**src/rtl/cache_fill_pkg.sv**
```systemverilog
`default_nettype none
// ----------------------------------------------------------------------------
// cache_fill_pkg : shared types and width helpers for the cache fill responder
// Revision: 1.0
// ----------------------------------------------------------------------------
package cache_fill_pkg;

  localparam int LAT_W = 4;

  typedef enum logic [1:0] {
    ST_IDLE  = 2'd0,
    ST_WAIT  = 2'd1,
    ST_BURST = 2'd2
  } state_t;

  // Clamped to 1 so single-word lines still get a legal counter width.
  function automatic int offset_w(input int line_words);
    return (line_words > 1) ? $clog2(line_words) : 1;
  endfunction

  function automatic int addr_w(input int mem_size);
    return (mem_size > 1) ? $clog2(mem_size) : 1;
  endfunction

endpackage
`default_nettype wire

```
**src/rtl/cache_fill_mem_array.sv**
```systemverilog
`default_nettype none
// ----------------------------------------------------------------------------
// cache_fill_mem_array : single-port word array, sync write, registered read
// Revision: 1.0
// ----------------------------------------------------------------------------
module cache_fill_mem_array
  import cache_fill_pkg::*;
#(
  parameter int WIDTH    = 32,
  parameter int MEM_SIZE = 32
) (
  input  logic                        clk,
  input  logic                        rst,
  input  logic                        i_we,
  input  logic                        i_re,
  input  logic [addr_w(MEM_SIZE)-1:0] i_addr,
  input  logic [WIDTH-1:0]            i_wdata,
  output logic [WIDTH-1:0]            o_rdata
);

  logic [WIDTH-1:0] r_mem [0:MEM_SIZE-1];
  logic [WIDTH-1:0] r_rdata;

  // Storage is deliberately not reset.
  always_ff @(posedge clk) begin
    if (i_we) begin
      r_mem[i_addr] <= i_wdata;
    end
  end

  always_ff @(posedge clk or posedge rst) begin
    if (rst) begin
      r_rdata <= '0;
    end else if (i_re) begin
      r_rdata <= r_mem[i_addr];
    end
  end

  assign o_rdata = r_rdata;

endmodule
`default_nettype wire

```
**src/rtl/cache_fill_responder.sv**
```systemverilog
`default_nettype none
// ----------------------------------------------------------------------------
// cache_fill_responder : backing-store responder for data cache line refills
// and write-through word stores. Optional CACHE_FILL_RESPONDER_CWF_EN enables
// critical-word-first wrapping bursts.
// Revision: 1.0
// ----------------------------------------------------------------------------
module cache_fill_responder
  import cache_fill_pkg::*;
#(
  parameter int WIDTH        = 32,
  parameter int MEM_SIZE     = 32,
  parameter int LINE_WORDS   = 4,
  parameter int READ_LATENCY = 2
) (
  input  logic                        clk,
  input  logic                        rst,
  input  logic                        req_valid,
  output logic                        req_ready,
  input  logic                        req_write,
  input  logic [addr_w(MEM_SIZE)-1:0] req_addr,
  input  logic [WIDTH-1:0]            req_wdata,
  output logic                        resp_valid,
  input  logic                        resp_ready,
  output logic [WIDTH-1:0]            resp_data,
  output logic                        resp_last,
  output logic                        wr_ack,
  output logic                        busy
);

  localparam int                  c_addr_w    = addr_w(MEM_SIZE);
  localparam int                  c_off_w     = offset_w(LINE_WORDS);
  localparam logic [c_addr_w-1:0] c_off_mask  = c_addr_w'(LINE_WORDS - 1);
  localparam logic [c_off_w-1:0]  c_last_beat = c_off_w'(LINE_WORDS - 1);
  localparam logic [LAT_W-1:0]    c_lat       = LAT_W'(READ_LATENCY);

  state_t              r_state;
  state_t              w_state_nxt;
  logic [c_addr_w-1:0] r_base;
  logic [c_addr_w-1:0] r_start;
  logic [c_off_w-1:0]  r_beat;
  logic [LAT_W-1:0]    r_lat_cnt;
  logic                r_wr_ack;

  logic                w_accept;
  logic                w_wr_en;
  logic                w_rd_en;
  logic                w_beat_fire;
  logic [c_addr_w-1:0] w_req_base;
  logic [c_addr_w-1:0] w_req_start;
  logic [c_addr_w-1:0] w_beat_off;
  logic [c_addr_w-1:0] w_rd_addr;
  logic [c_addr_w-1:0] w_mem_addr;
  logic [WIDTH-1:0]    w_rd_data;

  assign req_ready   = (r_state == ST_IDLE) && !rst;
  assign w_accept    = req_valid && req_ready;
  assign w_wr_en     = w_accept && req_write;
  assign w_beat_fire = (r_state == ST_BURST) && resp_ready;
  assign w_req_base  = req_addr & ~c_off_mask;

`ifdef CACHE_FILL_RESPONDER_CWF_EN
  assign w_req_start = req_addr & c_off_mask;
`else
  assign w_req_start = '0;
`endif

  // Offset of the word that follows the one currently on the bus, wrapped in-line.
  assign w_beat_off = (r_start + c_addr_w'(r_beat) + c_addr_w'(1)) & c_off_mask;

  always_ff @(posedge clk or posedge rst) begin
    if (rst) begin
      r_state <= ST_IDLE;
    end else begin
      r_state <= w_state_nxt;
    end
  end

  always_comb begin
    w_state_nxt = r_state;
    w_rd_en     = 1'b0;
    w_rd_addr   = r_base | r_start;
    case (r_state)
      ST_IDLE: begin
        w_rd_addr = w_req_base | w_req_start;
        if (w_accept && !req_write) begin
          if (c_lat == '0) begin
            w_state_nxt = ST_BURST;
            w_rd_en     = 1'b1;
          end else begin
            w_state_nxt = ST_WAIT;
          end
        end
      end
      ST_WAIT: begin
        if (r_lat_cnt == LAT_W'(1)) begin
          w_state_nxt = ST_BURST;
          w_rd_en     = 1'b1;
        end
      end
      ST_BURST: begin
        w_rd_addr = r_base | w_beat_off;
        if (resp_ready) begin
          w_rd_en = 1'b1;
          if (r_beat == c_last_beat) begin
            w_state_nxt = ST_IDLE;
          end
        end
      end
      default: w_state_nxt = ST_IDLE;
    endcase
  end

  always_ff @(posedge clk or posedge rst) begin
    if (rst) begin
      r_base    <= '0;
      r_start   <= '0;
      r_beat    <= '0;
      r_lat_cnt <= '0;
      r_wr_ack  <= 1'b0;
    end else begin
      r_wr_ack <= w_wr_en;
      if (w_accept && !req_write) begin
        r_base    <= w_req_base;
        r_start   <= w_req_start;
        r_beat    <= '0;
        r_lat_cnt <= c_lat;
      end else if (r_state == ST_WAIT) begin
        r_lat_cnt <= r_lat_cnt - LAT_W'(1);
      end
      if (w_beat_fire) begin
        r_beat <= r_beat + 1'b1;
      end
    end
  end

  // Writes only occur in IDLE, never alongside a read fetch.
  assign w_mem_addr = w_wr_en ? req_addr : w_rd_addr;

  cache_fill_mem_array #(
    .WIDTH    (WIDTH),
    .MEM_SIZE (MEM_SIZE)
  ) u_mem (
    .clk     (clk),
    .rst     (rst),
    .i_we    (w_wr_en),
    .i_re    (w_rd_en),
    .i_addr  (w_mem_addr),
    .i_wdata (req_wdata),
    .o_rdata (w_rd_data)
  );

  assign resp_valid = (r_state == ST_BURST);
  assign resp_last  = resp_valid && (r_beat == c_last_beat);
  assign resp_data  = w_rd_data;
  assign wr_ack     = r_wr_ack;
  assign busy       = (r_state != ST_IDLE);

endmodule
`default_nettype wire

```
**config.mk**
```make
export PLATFORM = sky130hd
export DESIGN_NAME = cache_fill_responder
export DESIGN_NICKNAME = d
export VERILOG_FILES = /design/src/rtl/cache_fill_pkg.sv /design/src/rtl/cache_fill_mem_array.sv /design/src/rtl/cache_fill_responder.sv
export SDC_FILE = /design/constraint.sdc
export NUM_CORES = 1
export LEC_CHECK = 0
export BUFFER_PORTS_ARGS = -buffer_cell sky130_fd_sc_hd__buf_2
export CORE_MARGIN = 4
export CORE_UTILIZATION = 40
export CTS_CLUSTER_DIAMETER = 200
export CTS_CLUSTER_SIZE = 8
export DETAILED_ROUTE_END_ITERATION = 10
export GPL_ROUTABILITY_DRIVEN = 0
export PLACE_DENSITY_LB_ADDON = 0.15
export SLEW_MARGIN = 5
export SYNTH_ARGS = -nofsm -noshare
export SYNTH_HDL_FRONTEND = slang
export SYNTH_HIERARCHICAL = 1
export SYNTH_SLANG_ARGS = --single-unit
```
**constraint.sdc**
```tcl
create_clock -name clk -period 7 [get_ports clk]
set_input_delay 0.7 -clock clk [delete_from_list [all_inputs] [get_ports clk]]
set_output_delay 0.7 -clock clk [all_outputs]
set_load 0.02 [all_outputs]
```
==> run_results.csv, run 1 <==
group,metric,value,unit
grt,grt_first_pass_wirelength,159000,µm
synth,synth_cell_types,69,
detailed_routing,total_vias_in_the_final_route,20300,
worst_setup_path,crit_path_end_kind,"flop",
min_path,worstHoldPathType,"input pin to flop",
timing,fin_skew,0.0441,ns
clocking,tritoncts,"done",
layout,area_growth_syn_to_layout,15.9,%
timing,timing_max_transition_violations_final,0,
synth,postSynth.topFlopCell,"edfxtp_1",
grt,gr-total-overflow,0,
power,fin_total_pwr,0.0174,W
synth,synthesis.instances,1927,
layout,sequential_cell_area,0.0319,mm²
layout,post-route-util,46.7,%
detailed_routing,vias_per_cell,5.71,
timing,grt_setup_unrepaired,"false",
layout,multi_input_comb_area,0.00872,mm²
floorplan,die-area,0.108,mm²
floorplan,floorplan.core_area,0.102,mm²
worst_setup_path,timing.critical_path.slowest_cell_delay,1.23,ns
flow_run,max-cap-violations,0,
worst_setup_path,worst-r2r-setup-slack,2.27,ns
worst_setup_path,worst-path-max-fanout,32,
timing,fin_crit,4.73,ns
clocking,cts_made_buffers,151,
layout,num-nets-final,2151,
clocking,max-clock-path-buffers,3,
clocking,clk_transition_reported_paths,0.05,ns
detailed_routing,drt_first_iter_violations,1810,
clocking,post-cts-setup-buffers,0,
clocking,cts-hold-fix-buffers,1,
clocking,cts_resized,0,
clocking,insertion_delay,0.75,ns
run_status,run_status,"finished, final reports clean",
worst_setup_path,crit_slowest_cell,"nor2_4",
timing,fmax,0.211,GHz
synth,mean_cell_area_of_the_mapped_netlist,21.3,µm²
timing,setup-violations-final,0,
worst_setup_path,arrival_time_at_the_worst_endpoint,5.07,ns
grt,grt_max_degree,69,
worst_setup_path,timing.critical_path.max_delay_family,"simple AND/OR/NAND/NOR gates",
placed_design,port_buffers,78,
placed_design,detailed_place_hpwl,66100,µm
grt,gr-usage-all-layers,20.8,%
clocking,htreeDepth,4,
clocking,cts.root.buffer_cell,"clkbuf_16",
layout,layoutNonFillerInstCount,3558,
floorplan,core.rowCount,117,
timing,hold_viol,0,
clocking,tritoncts_num_sinks,1068,
timing,timing.final.crit_share,67.6,%
power,power.static_leakage,14.5,nW
detailed_routing,detailed_routing_iteration_count_for_the_pre_antenna_repair_pass,5,
timing,totalNegativeSetupSlack,0,ns
synth,synth.yosys.seq_area_share,77.7,%
timing,slew-limit-headroom,13.4,%
floorplan,die_w,328,µm
layout,share_of_final_layout_standard_cells_stronger_than_drive_strength_1,25.4,%
synth,synth.ff_latch_count,1068,
detailed_routing,drc,0,
grt,antenna_found_initial,3,
grt,grt_pass1_vias,20900,
worst_setup_path,crit_buf_inv,2,
detailed_routing,routedWlPerCell,31.3,µm
synth,yosys_warnings,6,
synth,synth_enable_flop_cells,1024,
synth,syn_nets,1976,
power,p_per_area,366,mW/mm²
floorplan,io-pin-count,79,
floorplan,initial_core_util,40.3,%
floorplan,dieHeight,328,µm
detailed_routing,postRouteAntennaNets,0,
placed_design,place.detailed.instances,3316,
synth,netlist_area,0.0410,mm²
worst_setup_path,critPathRequiredTime,7.34,ns
worst_setup_path,timing.critical_path.from_type,"flop",
timing,worst_slew_pin_slew,1.30,ns
worst_setup_path,kind_of_critical_path,"flop to flop",
power,worst_ir_drop_vdd,263,µV
synth,asyncSetResetFlopFracSynth,4.12,%
layout,fillers,8401,
worst_setup_path,crit_path_cell_trace,"inv_1, ha_1, and4b_2, nand2_1, o31ai_4, buf_4, nand3_1, nor2_4",
detailed_routing,totalWireLength,111000,µm
[kinds of logic after synthesis]
kind of cell,after synthesis,share of synthesized area (%)
buffers and inverters,117,1.77
muxes,344,14.1
xor gates and xnor gates,3,0.0641
adders and majority gates,7,0.214
and+or+nand+nor,177,2.23
DFF,1068,77.7
AOI/OAI and AO/OA,211,3.94
[state kept, by name (all words and copies together) (netlist names)]
| signal | flops |
|---|---|
| r_beat | 2 |
| r_base | 3 |
| u_mem/r_mem | 1024 |
| u_mem/o_rdata | 32 |
| r_lat_cnt | 4 |
| wr_ack | 1 |
| r_state | 2 |
[final cells by class]
cell class | count | share of cell area (%)
Sequential cell | 1068 | 67.0
Multi-Input combinational cell | 742 | 18.3
Clock buffer | 224 | 8.53
Tap cell | 1368 | 3.60
Timing Repair Buffer | 128 | 1.72
Clock inverter | 16 | 0.703
Inverter | 11 | 0.0869
Antenna cell | 1 | 0.00527
[power breakdown]
part	leakage (nW)	internal [W]	total (W)	switching, W
Clock	2.09	0.00403	0.00670	0.00267
Combinational	2.65	0.00112	0.00332	0.00220
Sequential	9.73	0.00720	0.00740	0.000199
Total	14.5	0.0123	0.0174	0.00507
[cells in the mapped netlist, types with 3 or more instances]
cell / number / area share [%]
nand2_1: 30 / 0.27
a22o_1: 23 / 0.49
nor2b_1: 3 / 0.046
buf_6: 17 / 0.47
mux2_1: 3 / 0.082
o22ai_1: 38 / 0.58
nor3_1: 11 / 0.13
nand3b_1: 4 / 0.073
mux4_2: 182 / 10
edfxtp_1: 1024 / 75
a41oi_1: 5 / 0.11
a41oi_2: 5 / 0.20
o221ai_1: 17 / 0.36
inv_1: 10 / 0.092
buf_4: 29 / 0.53
and2_1: 3 / 0.046
dfrtp_1: 44 / 2.7
o21ai_1: 5 / 0.061
buf_2: 39 / 0.48
a211oi_1: 20 / 0.37
a22oi_1: 39 / 0.71
ha_1: 7 / 0.21
mux2i_1: 143 / 3.5
clkbuf_1: 20 / 0.18
nor4_1: 4 / 0.061
nor2_1: 86 / 0.79
a31oi_1: 22 / 0.34
o21ai_0: 15 / 0.18
nand3_1: 7 / 0.085
mux2_2: 14 / 0.38
a211oi_2: 9 / 0.27
[worst register-to-register path, cell delays in order, from the launching register on]
cell	delay, ns
dfrtp_1	0.38
inv_1	0.13
ha_1	0.40
and4b_2	0.52
nand2_1	0.15
o31ai_4	0.16
buf_4	0.58
nand3_1	0.74
nor2_4	1.23
[final timing paths]
kind | from | to | cells past startpoint
min in group asynchronous | rst | r_base[2] | 3
hold reg to reg | r_base[3] | r_base[3] | 1
setup reg to reg | r_state[1] | u_mem/r_mem[7][27] | 8
setup / recovery | r_state[1] | u_mem/r_mem[7][27] | 8
max in group asynchronous | rst | u_mem/o_rdata[27] | 4
hold / removal | req_addr[3] | r_base[3] | 2
[placed cells by master (no fill, tap or decap), drive strengths merged, types with 3 or more instances in the layout]
| cell type | n |
|---|---|
| nor3 | 13 |
| a22o | 23 |
| o221ai | 17 |
| nor2b | 3 |
| or3b | 3 |
| a41oi | 10 |
| mux4 | 184 |
| buf | 127 |
| o22ai | 38 |
| nand3b | 4 |
| or4b | 3 |
| mux2i | 143 |
| nand3 | 7 |
| clkinv | 9 |
| clkbuf | 224 |
| ha | 7 |
| a31oi | 22 |
| edfxtp | 1024 |
| a211oi | 29 |
| dfrtp | 44 |
| and2 | 3 |
| inv | 17 |
| nor4 | 4 |
| mux2 | 17 |
| a22oi | 39 |
| nand2 | 30 |
| and3b | 3 |
| o21ai | 20 |
| nor2 | 86 |
[per-layer routing]
layer,vias to the layer above,track usage (%),routed length (µm)
met5,-,0,0
met4,0,6.85,3160
met3,176,4.09,6810
met2,713,34.8,55800
met1,11000,27.6,45600
li1,8408,-,-
[stage by stage]
step / area (µm²) / hold WS (ns) / setup WS [ns]
3_3_place_gp: 43100 / 0.475 / 2.17
4_1_cts: 47500 / 0.144 / 2.17
2_1_floorplan: 41000 / 0.459 / 2.87
3_5_place_dp: 43100 / 0.483 / 2.18
6_report: 47500 / 0.196 / 2.27
5_1_grt: 47500 / 0.180 / 1.91
Power figures use the tool's default switching activity.
==> run 2: changes to the inputs <==
Clock period 7 ns to 4.4 ns, I/O delays scaled along.
==> run 2 against run 1 <==
  * Core utilization grew 0.89 points
  * Critical endpoint is now u_mem/o_rdata[16]
  * Clock power grew 61%
  * Largest cell class unchanged
  * Highest routed layer unchanged
  * Via count grew 1.2%
==> run_results.csv, run 2 (synthesis results as in run 1) <==
group,metric,value,unit
layout,mostFrequentLayoutCells,"1024 x edfxtp_1, 182 x mux4_2, 153 x clkbuf_16",
floorplan,dieHeight,328,µm
timing,grt_setup_unrepaired,"false",
grt,globalRoute.busiestLayer,"met2",
floorplan,floorplan.core_area,0.102,mm²
layout,final_design_area_no_fill,0.0484,mm²
power,worst_ir_drop_vdd,437,µV
worst_setup_path,critPathRequiredTime,4.98,ns
clocking,insertion_delay,0.74,ns
layout,mostFrequentLayoutCell,"edfxtp_1",
grt,gr-total-overflow,0,
worst_setup_path,arrival_time_at_the_worst_endpoint,4.48,ns
placed_design,detailed_place_hpwl,63000,µm
clocking,cts_resized,0,
timing,timing.final.crit_share,88.6,%
clocking,htreeDepth,4,
detailed_routing,totalWireLength,111000,µm
power,power_frac_seq,42.2,%
floorplan,initial_core_util,40.3,%
clocking,clk_transition_reported_paths,0.05,ns
power,power.static_leakage,14.9,nW
grt,grt_max_degree,84,
grt,globalRouteMet3Util,3.92,%
layout,post-route-util,47.6,%
grt,groute.layer.met1.usage,28.6,%
detailed_routing,detailed_routing_iteration_count_for_the_pre_antenna_repair_pass,5,
clocking,max-clock-path-buffers,3,
detailed_routing,drc,0,
min_path,worst_hold_startpoint,"req_wdata[27]",
power,netSwitchingFraction,28.1,%
min_path,worst_hold_path.num_cells,1,
grt,gr-usage-all-layers,20.7,%
worst_setup_path,crit_path_cell_trace,"inv_1, ha_1, and4b_2, o31ai_4, buf_12, mux4_1, a22o_1, nor4_1, a31oi_1",
timing,hold_viol,0,
timing,fin_skew,0.0219,ns
timing,timing_max_transition_violations_final,0,
worst_setup_path,worstReg2RegStart,"r_state[0]",
timing,setup-violations-final,0,
worst_setup_path,crit-reg2reg-capture,"u_mem/o_rdata[16]",
clocking,cts.root.buffer_cell,"clkbuf_16",
worst_setup_path,timing.critical_path.slowest_cell_delay,0.67,ns
min_path,worstHoldPathType,"input pin to flop",
timing,worst_slew_pin_slew,1.02,ns
timing,setup_slack,0.502,ns
floorplan,core.rowCount,117,
worst_setup_path,crit_slowest_cell,"o31ai_4",
placed_design,port_buffers,78,
power,switching_power,0.00779,W
grt,grt_pass1_vias,21200,
clocking,tritoncts_num_sinks,1068,
worst_setup_path,worst-path-max-fanout,42,
layout,largest_register_ffs,1024,
detailed_routing,vias_per_cell,5.61,
floorplan,die-area,0.108,mm²
layout,num-nets-final,2223,
timing,fin_crit,3.90,ns
floorplan,die_w,328,µm
timing,fmax,0.257,GHz
detailed_routing,routedWlPerCell,30.2,µm
layout,share_of_final_layout_standard_cells_stronger_than_drive_strength_1,27.2,%
grt,grt_use_met2,33.6,%
detailed_routing,total_vias_in_the_final_route,20600,
worst_setup_path,rr_worst_depth,9,
grt,grt_first_pass_wirelength,156000,µm
worst_setup_path,crit_path_end_kind,"flop",
timing,slew-limit-headroom,32.0,%
layout,area_growth_syn_to_layout,18.1,%
clocking,post-cts-setup-buffers,0,
clocking,tritoncts,"done",
placed_design,post_place_worst_slack,0.519,ns
flow_run,max-cap-violations,0,
power,p_per_area,573,mW/mm²
run_status,run_status,"finished, final reports clean",
power,intPower,0.0200,W
layout,largest-register,"u_mem/r_mem",
clocking,cts_made_buffers,151,
detailed_routing,postRouteAntennaNets,0,
placed_design,placedInstanceArea,0.0439,mm²
worst_setup_path,timing.critical_path.from_type,"flop",
detailed_routing,drt_first_iter_violations,1966,
worst_setup_path,worst-r2r-setup-slack,0.50,ns
power,clockPowerShare,39.0,%
power,pwr-share-comb,18.7,%
timing,fin_hold_ws,0.188,ns
grt,antenna_found_initial,7,
min_path,whs_endpoint,"u_mem/r_mem[24][27]",
timing,totalNegativeSetupSlack,0,ns
floorplan,io-pin-count,79,
worst_setup_path,kind_of_critical_path,"flop to flop",
## run 2: changes by cell type in the layout (fill, tap and decap cells not counted)
cell / change
diode_2: +1
buf_4: +46
clkinv_8: +1
inv_16: +3
clkbuf_16: +2
clkbuf_1: +34
dlygate4sd3_1: +4
clkinv_16: -6
buf_12: +22
## run 2: routing by layer
| metal | vias to the layer above | share of wire, % |
|---|---|---|
| li1 | 8620 | - |
| met1 | 11100 | 43 |
| met2 | 695 | 49 |
| met3 | 147 | 6.1 |
| met4 | 0 | 2.4 |
| met5 | - | 0 |
## run 2: what timing repair did
action                                  4_1_cts  5_1_grt
endpoints found under the setup margin        0        0
hold endpoints to repair                     28        0
hold buffers                                  5        0
## run 2: power by group through the flow
stage | clock [W] | combinational [W] | sequential (W)
CTS | 0.0111 | 0.00526 | 0.0117
finish | 0.0108 | 0.00520 | 0.0117
floorplan | 0 | 0.00308 | 0.0119
detailed placement | 0 | 0.00524 | 0.0119
global route | 0.0116 | 0.00552 | 0.0117
global placement | 0 | 0.00519 | 0.0119
## run 2: worst max-delay path by stage
| stage | from | end |
|---|---|---|
| final | r_state[0] | u_mem/o_rdata[16] |
| after global routing | r_state[0] | u_mem/o_rdata[16] |
| after CTS | r_state[0] | u_mem/o_rdata[16] |
| after detailed placement | r_state[0] | u_mem/o_rdata[16] |
| after global placement | r_state[0] | u_mem/o_rdata[19] |
| after floorplan | r_state[0] | u_mem/r_mem[10][0] |
## run 2: stage by stage
stage | std cells | total power (W)
global route | 3663 | 0.0288
global placement | 3384 | 0.0171
finish | 3665 | 0.0277
CTS | 3663 | 0.0281
detailed placement | 3384 | 0.0172
floorplan | 1927 | 0.0150
## run 2: layout make-up
| class | instances | area, µm² |
|---|---|---|
| repair buffers | 200 | 1640 |
| clock buffers | 260 | 4230 |
| fillers | 8445 | 53300 |
| flip-flops and latches | 1068 | 31900 |
| clock inverters | 14 | 230 |
| inverters | 11 | 41.3 |
| multi-input cells | 742 | 8720 |
| well taps | 1368 | 1710 |
| diodes | 2 | 5.00 |
## run 2: critical path, delay by kind of cell (launching register included)
kind,cells,cell delay [ns]
AO/OA/AOI/OAI,3,1.04
AND/OR/NAND/NOR,2,0.84
adder cells (fa/ha/maj),1,0.33
buffers and inverters,2,0.49
multiplexers,1,0.62
flip-flops,1,0.38
